$ cat config.mk
export PLATFORM = sky130hd
export DESIGN_NAME = alu_arbiter_2ch
export DESIGN_NICKNAME = d
export VERILOG_FILES = /design/src/rtl/alu_arbiter_2ch.sv
export SDC_FILE = /design/constraint.sdc
export NUM_CORES = 1
export LEC_CHECK = 0
export CORE_MARGIN = 5
export CORE_UTILIZATION = 37
export CTS_BUF_LIST = sky130_fd_sc_hd__clkbuf_2
export CTS_CLUSTER_SIZE = 40
export DETAILED_ROUTE_END_ITERATION = 6
export PLACE_DENSITY = 0.68
export RECOVER_POWER = 100
export REMOVE_ABC_BUFFERS = 1
export SYNTH_ARGS = -nofsm -noshare
export SYNTH_HDL_FRONTEND = slang
export SYNTH_HIERARCHICAL = 1
export SYNTH_SLANG_ARGS = --single-unit
$ cat constraint.sdc
create_clock -name clk -period 2.2 [get_ports clk]
set_input_delay 0.44 -clock clk [delete_from_list [all_inputs] [get_ports clk]]
set_output_delay 0.44 -clock clk [all_outputs]
set_load 0.02 [all_outputs]
$ cat src/rtl/alu_arbiter_2ch.sv
// Two-channel round-robin arbiter in front of a shared 4-bit ALU: grant, latch operands, execute, report.
// Build option: define ALU_ARB_FIXED_PRIO_EN to give channel 0 fixed priority on ties instead of round-robin.

module alu_4bit (
  input  logic [3:0] a,
  input  logic [3:0] b,
  input  logic [2:0] op,
  output logic [4:0] out
);
  always_comb begin
    out = '0;
    case (op)
      3'b000:  out = {1'b0, a} + {1'b0, b};
      3'b001:  out = {1'b0, a} - {1'b0, b};
      default: out = '0;
    endcase
  end
endmodule

module alu_arbiter_2ch (
  input  logic       clk,
  input  logic       rst,
  input  logic       req0,
  input  logic [3:0] a0,
  input  logic [3:0] b0,
  input  logic [2:0] op0,
  input  logic       req1,
  input  logic [3:0] a1,
  input  logic [3:0] b1,
  input  logic [2:0] op1,
  output logic       done0,
  output logic       done1,
  output logic [4:0] result,
  output logic       err,
  output logic       busy,
  output logic       owner
);
  localparam logic [1:0] S_IDLE = 2'd0;
  localparam logic [1:0] S_EXEC = 2'd1;
  localparam logic [1:0] S_DONE = 2'd2;

  typedef struct packed {
    logic [3:0] a;
    logic [3:0] b;
    logic [2:0] op;
  } alu_req_t;

  alu_req_t [1:0] ch;
  logic [1:0]     req;
  alu_req_t       lat;
  logic [1:0]     state;
  logic           last;
  logic           gnt;
  logic           err_flag;
  logic [4:0]     alu_out;

  assign req   = {req1, req0};
  assign ch[0] = '{a: a0, b: b0, op: op0};
  assign ch[1] = '{a: a1, b: b1, op: op1};

  // On a tie the channel that was not served last wins; a lone request always wins.
  always_comb begin
    gnt = req[1];
    if (&req) begin
`ifdef ALU_ARB_FIXED_PRIO_EN
      gnt = 1'b0;
`else
      gnt = ~last;
`endif
    end
  end

  // The ALU only ever sees the latched operands, so requesters may change inputs after grant.
  alu_4bit u_alu (
    .a  (lat.a),
    .b  (lat.b),
    .op (lat.op),
    .out(alu_out)
  );

  always_ff @(posedge clk or posedge rst) begin
    if (rst) begin
      state    <= S_IDLE;
      last     <= 1'b1;
      owner    <= 1'b0;
      lat      <= '0;
      err_flag <= 1'b0;
      result   <= '0;
      done0    <= 1'b0;
      done1    <= 1'b0;
      err      <= 1'b0;
      busy     <= 1'b0;
    end else begin
      done0 <= 1'b0;
      done1 <= 1'b0;
      err   <= 1'b0;
      case (state)
        S_IDLE: begin
          if (|req) begin
            lat   <= ch[gnt];
            owner <= gnt;
            last  <= gnt;
            busy  <= 1'b1;
            state <= S_EXEC;
          end
        end
        S_EXEC: begin
          result   <= alu_out;
          err_flag <= (lat.op[2:1] != 2'b00);
          state    <= S_DONE;
        end
        S_DONE: begin
          done0 <= ~owner;
          done1 <= owner;
          err   <= err_flag;
          busy  <= 1'b0;
          state <= S_IDLE;
        end
        default: begin
          busy  <= 1'b0;
          state <= S_IDLE;
        end
      endcase
    end
  end
endmodule

* Yosys cells after proc, flatten, opt, wreduce, memory -nomap -nowiden
Index checks and enable logic that the tools add are counted.
W data, S select, Z words.
** Cells by class
- Muxes and demuxes :: 11
- Add/sub/neg operators :: 2
- Bitwise logic cells :: 3
- Equal/unequal tests :: 4
- Reductions and logical operators :: 7
- Magnitude comparators :: 1
** Operator list (number)
- $mux W11 :: 2
- $pmux W5 S2 :: 1
- $reduce_and A2 Y1 :: 3
- $add A4 B4 Y5 :: 1
- $mux W1 :: 5
- $sub A4 B4 Y5 :: 1
- $pmux W2 S2 :: 1
- $eq A3 B1 Y1 const B :: 1
- $logic_not A3 Y1 :: 1
- $not A1 Y1 :: 3
- $eq A2 B1 Y1 const B :: 1
- $eq A2 B2 Y1 const B :: 1
- $logic_not A2 Y1 :: 1
- $lt A1 B2 Y1 const B :: 1
- $mux W2 :: 1
- $ne A2 B2 Y1 const B :: 1
- $pmux W1 S2 :: 1
- $reduce_bool A2 Y1 :: 1
- $reduce_or A2 Y1 :: 1
** Word-level totals
- Output and inout port bits :: 10
- Bits of input ports :: 26
- Word-level logic and storage cells :: 40
- Register bits after elaboration :: 25

* Logic depth before layout (Yosys ltp)
Gate-level depths: netlist of run 1.
- Depth in word-level cells :: 4
- Gate-level depth with buffers :: 10
- Depth with buffers taken out :: 10

* By module
The synthesis of run 1 kept the hierarchy.
** By module, submodules not included
- alu_arbiter_2ch :: cells an instance 74, area each 1097.3 um2, instances 1
- alu_4bit :: cells an instance 32, area each 257.7 um2, instances 1

* Worst setup path after synthesis of run 1
No wires, ideal clock.
- Path kind :: reg2reg
- From :: register lat[1] (netlist name)
- To :: register result[4]
- Path slack :: 68 ps
- Period minus slack after synthesis :: 2132 ps
- Data required time :: 2075 ps
- Stages on the path, launching flop included :: 10
- Arrival :: 2007 ps
- Cells stage by stage :: dfrtp_1 -> nor2_2 -> nand2_1 -> mux2i_1 -> fa_1 -> a21o_1 -> a21oi_2 -> xnor2_1 -> nor3_2 -> mux2_2
** On the way
- Word-level cells in the longest chain between the ends :: 2
- Elaborated cells between the ends (all ways) :: 3
- Those cells by class :: eq/ne (1); mux (1); reduce/logical (1)
** Ends and longest elaborated chain
- from (decl) :: RTL line 50 : alu_req_t lat;
- from (signal assigned) :: RTL line 100 : lat <= ch[gnt];
- $eq A3 B1 Y1 / $logic_not A3 Y1 (equally long branches) :: RTL line 12 : case (op)
- $pmux W5 S2 (*) :: RTL line 12
- via alu_out[4] :: RTL line 55 : logic [4:0] alu_out;
- to (signal assigned) :: RTL line 108 : result <= alu_out;
- to (decl) :: RTL line 33 : output logic [4:0] result,
Mark *: on every way through the listed nets, which the timed path passes. The rest lies on a longest branch.
A chain may end at the register's enable or synchronous reset.

* Final worst setup path of run 1
- From :: register lat[2] (netlist name)
- To :: register result[4]
The elaborated chain is that of the path after synthesis.

==> flow_metrics.env, run 1 <==
export IMPL_layout_common_cells="25 x clkdlybuf4s50_1, 24 x dfrtp_1, 17 x mux2_2"
export IMPL_die_w_um=70.5
export IMPL_worstPathArrival_ns=2.49
export IMPL_clkTransAtPathRegs_ns=0.24
export IMPL_crit_required_ns=2.45
export IMPL_syn_mean_instance_area_sq_um=12.8
export IMPL_grt_setup_unrepaired="yes"
export IMPL_worst_pin_slew_ns=1.32
export IMPL_ir_drop_uv=409
export IMPL_drtAntennaViolNets=0
export IMPL_cp_max_fo=4
export IMPL_hp_class="flop to flop"
export IMPL_h_tree_depth=1
export IMPL_grt_pass1_wl_um=4170
export IMPL_drt_wl_total_um=2490
export IMPL_track_usage=0.102
export IMPL_p_per_area_mw_per_mm2=1420
export IMPL_vias=946
export IMPL_status="complete, but fails checks"
export IMPL_synth_area_sq_mm=0.00136
export IMPL_ys_types=32
export IMPL_die_y_um=70.5
export IMPL_syn_inst=106
export IMPL_drt_pass1_iter_count=4
export IMPL_dp_cells=192
export IMPL_design_die_area_sq_mm=0.00497
export IMPL_gp_congestion=0.795
export IMPL_vias_per_cell=4.78
export IMPL_hold_viol_final=0
export IMPL_first_global_vias=978
export IMPL_root_buffer="clkbuf_2"
export IMPL_cp_end_kind="flop"
export IMPL_grt_overflow_total=0
export IMPL_finalHoldWorstSlack_ns=0.515
export IMPL_setup_violations=2
export IMPL_cts_sink_count=25
export IMPL_violations="setup timing"
export IMPL_seq_area_frac_synth=0.463
export IMPL_crit_type="flop to flop"
export IMPL_numCtsBuffers=3
export IMPL_area_growth_pct=36.9
export IMPL_p_leak_nw=0.862
export IMPL_cts_tree="done"
export IMPL_place_port_buffers=35
export IMPL_final_common_cell="clkdlybuf4s50_1"
export IMPL_setup_ws_ns=-0.0428
export IMPL_drcViolationCount=0
export IMPL_final_net_count=183
export IMPL_start_util=0.376
export IMPL_slew_headroom=0.123
export IMPL_period_share=1.02
export IMPL_wl_per_cell_um=12.6
export IMPL_drive_gt1_frac=0.327
export IMPL_drt_iter0_drc=66
export IMPL_yosys_warnings=6
export IMPL_slew_violations=0
export IMPL_core_area_sq_mm=0.00361
export IMPL_grt_max_degree=26
export IMPL_io_pins=36
export IMPL_antenna_found_initial=0
export IMPL_r2r_slack_ns=-0.04
export IMPL_hpwlAfterDp_um=1940
export IMPL_startpoint_type="flop"
export IMPL_max_freq_ghz=0.446
export IMPL_clk_latency_ns=0.33
export IMPL_antenna_diode_count=0
export IMPL_cap_violations=0
export IMPL_clock_path_buffers=2
export IMPL_finalCriticalPeriod_ns=2.24
export IMPL_synth_seq_cells=25
export IMPL_finClkSkew_ns=0.00779
export IMPL_finalNonFillerCells=198
export IMPL_rows=22
==> state kept, by name, indices dropped and copies added (netlist names) <==
register  cells
done0         1
busy          1
state         2
err           1
result        5
owner         1
lat          11
err_flag      1
done1         1
last          1
==> what timing repair did <==
item	4_1_cts	5_1_grt
setup endpoints to repair	2	2
pin swaps	0	8
setup buffers	0	2
resized for setup	4	3
cloned	0	0
hold buffers	0	0
==> path summary, 6_finish.rpt <==
path                        start         to  depth (start not counted)
max in group asynchronous     rst     lat[4]                          3
hold / removal              owner      done0                          1
setup reg to reg           lat[2]  result[4]                         10
setup / recovery           lat[2]  result[4]                         10
min in group asynchronous     rst     lat[7]                          3
hold reg to reg             owner      done0                          1
==> synthesized netlist by cell type (all sizes together) <==
master   n  area share
a21bo    1       0.012
a21o     2       0.011
a21oi    4       0.020
a31oi    1      0.0046
and2     1      0.0046
and3b    3       0.019
buf      2       0.012
clkbuf   1      0.0028
dfrtp   24        0.44
dfstp    1       0.019
fa       1       0.015
ha       5       0.046
inv      8       0.022
mux2    27        0.25
mux2i    1      0.0074
nand2    2      0.0055
nand2b   1      0.0046
nor2     4       0.013
nor2b    1      0.0046
nor3     5       0.022
nor3b    1      0.0055
o21a     1      0.0055
o21ai    4       0.015
o31ai    1      0.0092
xnor2    3       0.019
xor2     1      0.0065
==> cell families (layout without fill, tap and decap cells) <==
group / count (synthesis) / after routing / share of synthesized area
AOI/OAI and AO/OA: 14 / 14 / 0.0776
xor gates and xnor gates: 4 / 4 / 0.0259
adders and majority gates: 6 / 6 / 0.0609
buffers and inverters: 11 / 55 / 0.0369
DFF: 25 / 25 / 0.463
muxes: 28 / 28 / 0.257
and+or+nand+nor: 18 / 18 / 0.0794
==> stage by stage <==
step | TNS (ns) | instance area (sq um) | total power, mW | util | worst slack (ns)
after floorplan | 0 | 1340 | 1.90 | - | 0.0681
after global routing | -0.262 | 1860 | 2.89 | 0.515 | -0.159
after CTS | 0 | 1830 | 2.57 | 0.507 | 0.00310
after global placement | 0 | 1790 | 2.29 | 0.497 | 0.0617
after detailed placement | -0.0599 | 1790 | 2.35 | 0.497 | -0.0360
final | -0.0745 | 1860 | 2.64 | 0.515 | -0.0428
==> worst max-delay path: stages, from the launching register on <==
cell	delay, ns
dfrtp_1	0.47
nor2_4	0.16
nand2_2	0.10
mux2i_2	0.18
buf_4	0.15
fa_2	0.34
a21o_1	0.17
a21oi_2	0.13
xnor2_1	0.15
nor3_2	0.05
mux2_4	0.26
==> area by class of cell <==
cell class,instances,area (sq um)
Fill cell,335,1750
Clock inverter,1,7.51
Tap cell,48,60.1
Clock buffer,3,15.0
Multi-Input combinational cell,70,713
Sequential cell,25,627
Timing Repair Buffer,43,403
Inverter,8,30.0
==> metal layers <==
layer / wire length (um) / part of all wire / global-route usage
met1: 1070 / 0.43 / 0.123
met2: 1320 / 0.53 / 0.176
met3: 79 / 0.032 / 0.0129
met4: 19 / 0.0076 / 0.0553
met5: 0 / 0 / 0
==> power by group <==
group | switching (mW) | internal, mW | leakage [nW]
Clock | 0.135 | 0.0422 | 0.0126
Sequential | 0.163 | 0.668 | 0.307
Combinational | 0.733 | 0.901 | 0.543
No activity file was read; power rests on OpenSTA's default activity.
==> run 2, diff against run 1 <==
Settings changed: CORE_UTILIZATION 37 to 25, PLACE_DENSITY 0.68 to 0.5, RECOVER_POWER 100 to 25.
==> flow_metrics.env, run 2 (same netlist as run 1, synthesis figures left out) <==
export IMPL_finalCriticalPeriod_ns=2.22
export IMPL_numCtsBuffers=3
export IMPL_fin_tns_setup_ns=-0.0183
export IMPL_p_leak_nw=0.859
export IMPL_cp_end_kind="flop"
export IMPL_grt_pass1_wl_um=4510
export IMPL_path_cells="nor2_4, nand2_2, mux2i_4, ha_1, nor2b_1, o21a_1, nor3_2, and3b_1, mux2_2"
export IMPL_setup_violations=1
export IMPL_status="complete, but fails checks"
export IMPL_post_place_ws_ns=-0.0839
export IMPL_clk_latency_ns=0.34
export IMPL_finClkSkew_ns=0.00936
export IMPL_largest_register_ff_count=11
export IMPL_gp_congestion=0.913
export IMPL_grt_max_degree=26
export IMPL_p_per_area_mw_per_mm2=1450
export IMPL_track_usage=0.0783
export IMPL_final_common_cell="clkdlybuf4s50_1"
export IMPL_drive_gt1_frac=0.344
export IMPL_reg2regPathDepth=9
export IMPL_dp_cells=216
export IMPL_r2r_slack_ns=-0.02
export IMPL_r2r_start="lat[2]"
export IMPL_finalNonFillerCells=221
export IMPL_cp_endpoint="result[3]"
export IMPL_setup_ws_ns=-0.0183
export IMPL_cp_buffers_inverters=0
export IMPL_clock_path_buffers=2
export IMPL_drt_iter0_drc=37
export IMPL_holdPathStages=1
export IMPL_max_freq_ghz=0.451
export IMPL_crit_type="flop to flop"
export IMPL_worst_path_largest_cell_delay_ns=0.46
export IMPL_r2r_end="result[3]"
export IMPL_worst_pin_slew_ns=1.30
export IMPL_slew_violations=0
export IMPL_final_net_count=184
export IMPL_wl_per_cell_um=12.3
export IMPL_top_register="lat"
export IMPL_cts_tree="done"
export IMPL_crit_slowest_cell="dfrtp_1"
export IMPL_design_die_area_sq_mm=0.00699
export IMPL_antenna_found_initial=0
export IMPL_cts_sink_count=25
export IMPL_drcViolationCount=0
export IMPL_period_share=1.01
export IMPL_start_util=0.262
export IMPL_cp_max_fo=2
export IMPL_violations="setup timing"
export IMPL_hold_viol_final=0
export IMPL_cts_hold_buffers=0
export IMPL_h_tree_depth=1
export IMPL_vias_per_cell=4.09
export IMPL_vias=903
export IMPL_crit_cells=9
export IMPL_grt_overflow_total=0
export IMPL_ir_drop_uv=425
export IMPL_drt_pass1_iter_count=3
export IMPL_crit_required_ns=2.46
export IMPL_die_y_um=83.6
export IMPL_startpoint_type="flop"
export IMPL_largest_registers="lat x11, result x5, state x2"
export IMPL_cap_violations=0
export IMPL_grt_setup_unrepaired="yes"
export IMPL_core_area_sq_mm=0.00517
export IMPL_hp_class="flop to flop"
export IMPL_rows=26
export IMPL_final_core_util=0.368
export IMPL_drt_wl_total_um=2710
export IMPL_die_w_um=83.6
export IMPL_cp_startpoint="lat[2]"
export IMPL_io_pins=36
export IMPL_path_delay_family="simple AND/OR/NAND/NOR gates"
export IMPL_clkTransAtPathRegs_ns=0.25
export IMPL_antenna_diode_count=0
export IMPL_area_growth_pct=40.5
export IMPL_layout_common_cells="34 x clkdlybuf4s50_1, 24 x dfrtp_1, 18 x mux2_2"
export IMPL_hpwlAfterDp_um=2130
export IMPL_place_port_buffers=35
export IMPL_drtAntennaViolNets=0
export IMPL_first_global_vias=925
export IMPL_worstPathArrival_ns=2.48
export IMPL_slew_headroom=0.134
export IMPL_root_buffer="clkbuf_2"
==> run 2: stage by stage <==
stage | power [mW] | instance area, sq um | hold slack (ns)
6_report | 2.76 | 1900 | 0.493
5_1_grt | 2.96 | 1900 | 0.541
4_1_cts | 2.65 | 1870 | 0.409
3_5_place_dp | 2.42 | 1830 | 0.470
3_3_place_gp | 2.35 | 1830 | 0.466
2_1_floorplan | 1.90 | 1340 | 0.443
==> run 2: timing repair <==
item / 4_1_cts / 5_1_grt
pin swaps: 1 / 7
resized for setup: 2 / 6
setup buffers: 1 / 0
setup endpoints to repair: 2 / 2
==> run 2: area by class of cell <==
class                           count  area (sq um)
Fill cell                         512          3270
Multi-Input combinational cell     70           726
Sequential cell                    25           627
Timing Repair Buffer               44           414
Tap cell                           70          87.6
Inverter                            8          30.0
Clock buffer                        3          15.0
Clock inverter                      1          5.00
==> run 2: worst reg2reg max path, cell delays in order (launching register included) <==
cell     delay [ns]
dfrtp_1        0.46
nor2_4         0.14
nand2_2        0.09
mux2i_4        0.21
ha_1           0.29
nor2b_1        0.13
o21a_1         0.21
nor3_2         0.15
and3b_1        0.20
mux2_2         0.25
==> run 2: worst min-delay path by stage <==
stage                    end      from
floorplan           err_flag  err_flag
global placement    err_flag  err_flag
detailed placement  err_flag  err_flag
CTS                     busy       rst
global route           done0     owner
finish                 done0     owner
==> run 2: where the power goes <==
part	switching, mW	total (mW)	internal, mW	leakage [nW]
sequential	0.158	0.827	0.669	0.307
combinational	0.782	1.75	0.967	0.536
clock	0.141	0.182	0.0412	0.0164
total	1.08	2.76	1.68	0.859
==> run 2: metal layers <==
layer	part of all wire	vias up	routed length [um]	GRT usage
li1	-	459	-	-
met1	0.48	420	1290	0.107
met2	0.47	22	1270	0.119
met3	0.046	2	125	0.0138
met4	0.0096	0	26	0.0351
met5	0	-	0	0
==> run 3, diff against run 2 <==
Settings changed: CTS_CLUSTER_SIZE 40 to default.
==> results of run 3 <==
No change in the layout: final DEF, timing and power equal those of run 2.
